## config.mk

```make
export PLATFORM = sky130hd
export DESIGN_NAME = flex_counter_sync
export DESIGN_NICKNAME = d
export VERILOG_FILES = /design/src/rtl/flex_counter_sync_pkg.sv /design/src/rtl/flex_counter_sync.sv
export SDC_FILE = /design/constraint.sdc
export NUM_CORES = 1
export LEC_CHECK = 0
export CORE_AREA = 2 2 39 41
export CTS_CLUSTER_DIAMETER = 150
export DETAILED_ROUTE_END_ITERATION = 10
export DIE_AREA = 0 0 41 43
export PLACE_DENSITY = 0.6
export SYNTH_ARGS = -nofsm -noshare
export SYNTH_HDL_FRONTEND = slang
export SYNTH_SLANG_ARGS = --single-unit
```

## constraint.sdc

```tcl
create_clock -name clk -period 1.8 [get_ports clk]
set_clock_uncertainty 0.2 [all_clocks]
set_input_delay 0.36 -clock clk [delete_from_list [all_inputs] [get_ports clk]]
set_output_delay 0.36 -clock clk [all_outputs]
set_load 0.005 [all_outputs]
```

## src/rtl/flex_counter_sync_pkg.sv

```systemverilog
// Shared sizing for flex_counter_sync and for blocks that size their own
// instances from the same default width.
package flex_counter_sync_pkg;
  localparam int unsigned FLEX_CNT_BITS = 4;
endpackage

```

## src/rtl/flex_counter_sync.sv

```systemverilog
// Up-counter 1..rollover_val with a registered rollover flag.
// The next-state logic is combinational and feeds a single register stage.
module flex_counter_sync
  import flex_counter_sync_pkg::*;
#(
  parameter int unsigned NUM_CNT_BITS = FLEX_CNT_BITS
) (
  input  logic                    clk,
  input  logic                    rst,
  input  logic                    clear,
  input  logic                    count_enable,
  input  logic [NUM_CNT_BITS-1:0] rollover_val,
  output logic [NUM_CNT_BITS-1:0] count_out,
  output logic                    rollover_flag
);

  logic [NUM_CNT_BITS-1:0] nxt_cnt;
  logic                    nxt_flag;

  // The terminal compare happens before the increment, so R = 2^N-1 cannot
  // overflow. A count above a lowered R wraps through 0 naturally.
  always_comb begin
    nxt_cnt  = count_out;
    nxt_flag = 1'b0;
    if (clear) begin
      nxt_cnt  = '0;
      nxt_flag = 1'b0;
    end else begin
      if (count_enable) begin
        if (count_out == rollover_val) nxt_cnt = NUM_CNT_BITS'(1);
        else                           nxt_cnt = count_out + NUM_CNT_BITS'(1);
      end
      nxt_flag = (nxt_cnt == rollover_val);
    end
  end

  always_ff @(posedge clk) begin
    if (rst) begin
      count_out     <= '0;
      rollover_flag <= 1'b0;
    end else begin
      count_out     <= nxt_cnt;
      rollover_flag <= nxt_flag;
    end
  end

endmodule

```

==> load_flow_metrics.sql, run 1 <==
INSERT INTO impl_metrics (metric_group, metric, value, unit) VALUES
('critical_path', 'regToRegSetupSlack', '0.09', 'ns'),
('routing', 'route.layer.met1.wl', '500', 'um'),
('die', 'die_area', '1760', 'um2'),
('pwr', 'power.net_switching', '0.0888', 'mW'),
('routing', 'route.met2.wl', '516', 'um'),
('die', 'chipWidth', '41', 'um'),
('synthesis', 'synth_area_leaders', 'sky130_fd_sc_hd__dfxtp_1 25%, sky130_fd_sc_hd__a21oi_1 10%, sky130_fd_sc_hd__xnor2_1 8.8%, sky130_fd_sc_hd__a31oi_1 4.7%, sky130_fd_sc_hd__xnor2_2 4.1%', ''),
('clock_network', 'cts_tree', 'yes', ''),
('pwr', 'share_of_total_power_in_the_clock_network', '0.424', ''),
('clock_network', 'cts-root-to-sink-buffers', '2', ''),
('clock_network', 'clk-insertion-delay-late', '0.26', 'ns'),
('critical_path', 'critical_path.top_delay_family', 'buffers and inverters', ''),
('run_status', 'status', 'completed', ''),
('critical_path', 'worstSetupStartpointType', 'flip-flop', ''),
('timing', 'worst_pin_slew', '0.222', 'ns'),
('pwr', 'intPower', '0.240', 'mW'),
('grt', 'antenna_found_initial', '0', ''),
('routing', 'wl_met3', '41', 'um'),
('finish', 'post_route_cells_drive_above_1_share', '0.355', ''),
('synthesis', 'ys_seq_elements', '5', ''),
('finish', 'nFillCells', '138', ''),
('grt', 'globalRouteTotalUtil', '0.164', ''),
('routing', 'residual_drc', '0', ''),
('synthesis', 'synthesis.nets', '59', ''),
('critical_path', 'crit_buf_inv', '1', ''),
('grt', 'grt_pass1_vias', '434', ''),
('synthesis', 'yosysTopAreaCell', 'sky130_fd_sc_hd__dfxtp_1', ''),
('finish', 'finish.net_count', '86', ''),
('critical_path', 'worst_ep_required_time', '1.24', 'ns'),
('die', 'floorplan.die.height', '43', 'um'),
('clock_network', 'clk_pin_slew', '0.05', 'ns'),
('critical_path', 'worstPathCellList', 'clkdlybuf4s50_1', ''),
('routing', 'avgViaCountPerCell', '5.01', ''),
('clock_network', 'maximum_level_of_the_cts_h_tree', '1', ''),
('synthesis', 'proportion_of_synthesized_chip_area_in_sequential_cells', '0.252', ''),
('min_path', 'timing.hold.worst.class', 'flip-flop to flip-flop', ''),
('synthesis', 'prevailing_post_synth_register_cell', 'sky130_fd_sc_hd__dfxtp_1', ''),
('synthesis', 'synth_warnings', '0', ''),
('timing', 'fmax', '578', 'MHz'),
('timing', 'setup_repair_after_global_routing_missed_its_margin', 'no', ''),
('placed_design', 'detailed_place.area', '621', 'um2'),
('critical_path', 'timing.setup.critical_path_class', 'flip-flop to primary output', ''),
('routing', 'detail_route.first_pass.iterations', '4', ''),
('placed_design', 'detailed_place_hpwl', '848', 'um'),
('synthesis', 'synthAdderAreaFrac', '0.0315', ''),
('pwr', 'powerDensity', '486', 'nW/um2'),
('synthesis', 'synth-edff-count', '0', ''),
('synthesis', 'synth_top_cell_area_share', '0.252', ''),
('pwr', 'vdd_ir_drop_max', '258', 'uV'),
('timing', 'slew_viol_final', '0', ''),
('synthesis', 'yosys.area_share.simple', '0.284', ''),
('finish', 'postLayoutCellArea', '677', 'um2'),
('finish', 'area_growth_from_synthesis_to_layout', '70.7', '%'),
('synthesis', 'synth_cell_type_count', '27', ''),
('timing', 'final.hold.worst_slack', '0.306', 'ns'),
('placed_design', 'numPortBuffers', '12', ''),
('synthesis', 'yosys.area_share.xor_xnor', '0.151', ''),
('die', 'floorplan.io_pins', '13', ''),
('critical_path', 'worst_ep_arrival_time', '1.17', 'ns'),
('finish', 'n_antenna_cell', '0', ''),
('grt', 'grt-ovfl-total', '0', ''),
('synthesis', 'syn-mean-instance-area', '7.93', 'um2'),
('synthesis', 'synth_compound_area_frac', '0.233', ''),
('grt', 'grt_pass1_wl', '1810', 'um'),
('grt', 'maximum_number_of_pins_on_one_net_before_global_route_repair', '9', ''),
('critical_path', 'crit_path_max_incr_delay', '0.52', 'ns'),
('clock_network', 'root_buffer', 'sky130_fd_sc_hd__clkbuf_4', ''),
('clock_network', 'cts_made_buffers', '3', ''),
('die', 'std_cell_rows', '14', ''),
('synthesis', 'synthMostInstantiatedCell', 'sky130_fd_sc_hd__a21oi_1', ''),
('pwr', 'share_comb_of_total_power', '0.232', '');
## timing repair
action | in CTS | in global routing
hold endpoints to repair | 0 | 0
pin swaps | 1 | 0
cloned | 0 | 0
setup endpoints to repair | 7 | 3
resized for setup | 12 | 4
## kinds of logic (layout without fill, tap and decap cells)
kind of cell,Yosys count,after routing
buffers and inverters,3,29
flip-flops,5,5
adder cells (fa/ha/maj),1,1
AO/OA/AOI/OAI,16,16
XOR/XNOR,6,6
AND/OR/NAND/NOR,19,19
## stage by stage
stage / setup TNS, ns / std cells / total power [mW] / util
2_1_floorplan: 0 / 50 / 0.149 / -
3_3_place_gp: -1.38 / 89 / 0.192 / 0.448
3_5_place_dp: -1.43 / 89 / 0.192 / 0.448
4_1_cts: 0 / 92 / 0.339 / 0.482
5_1_grt: 0 / 92 / 0.352 / 0.489
6_report: 0 / 92 / 0.329 / 0.489
## state kept, by name, summed over array words and instances (netlist names)
register       count
rollover_flag      1
count_out          4
## power groups by stage
stage               sequential [mW]  combinational, mW  clock, mW
floorplan                     0.117             0.0323          0
global placement              0.116             0.0752          0
detailed placement            0.116             0.0753          0
CTS                           0.115             0.0764      0.148
global route                  0.113             0.0835      0.155
finish                        0.113             0.0762      0.140
## path summary, 6_finish.rpt
| kind | endpoint | depth (start not counted) | from |
|---|---|---|---|
| min reg2reg | count_out[3] | 2 | count_out[3] |
| min | count_out[3] | 2 | count_out[3] |
| max | count_out[3] | 1 | count_out[3] |
| max reg2reg | rollover_flag | 5 | count_out[2] |
## cells in the final DEF, fill, tap and decap left out, types with 2 or more instances in the layout
cell type and n:
sky130_fd_sc_hd__a21oi_1 8, sky130_fd_sc_hd__a31oi_1 2, sky130_fd_sc_hd__buf_4 10, sky130_fd_sc_hd__buf_6 2
sky130_fd_sc_hd__clkbuf_4 3, sky130_fd_sc_hd__clkdlybuf4s50_1 5, sky130_fd_sc_hd__dfxtp_2 3, sky130_fd_sc_hd__dlygate4sd2_1 4
sky130_fd_sc_hd__dlymetal6s2s_1 3, sky130_fd_sc_hd__nand2_1 4, sky130_fd_sc_hd__nor2_1 3, sky130_fd_sc_hd__nor2b_1 2
sky130_fd_sc_hd__o21ai_0 2, sky130_fd_sc_hd__xnor2_1 2, sky130_fd_sc_hd__xnor2_2 3
## layer usage
layer	up-vias	GRT usage
met2	10	0.222
met5	-	0
met1	213	0.190
li1	233	-
met4	0	0.160
met3	5	0.0471
## final cells by class
cell class	instances	area, um2	share of cell area
Sequential cell	5	108	0.159
Multi-Input combinational cell	42	299	0.442
Clock buffer	4	26.3	0.0388
Tap cell	16	20.0	0.0296
Inverter	1	3.75	0.00555
Timing Repair Buffer	24	220	0.325
Note: power is estimated with default switching activity, not from simulation.
==> run 2, diff against run 1 <==
--- a/config.mk
+++ b/config.mk
@@ -10,6 +10,7 @@
 export DETAILED_ROUTE_END_ITERATION = 10
 export DIE_AREA = 0 0 41 43
 export PLACE_DENSITY = 0.6
+export SLEW_MARGIN = 20
 export SYNTH_ARGS = -nofsm -noshare
 export SYNTH_HDL_FRONTEND = slang
 export SYNTH_SLANG_ARGS = --single-unit
==> results of run 2 <==
Same layout as run 1: the final DEF is identical, and so are final timing and power.
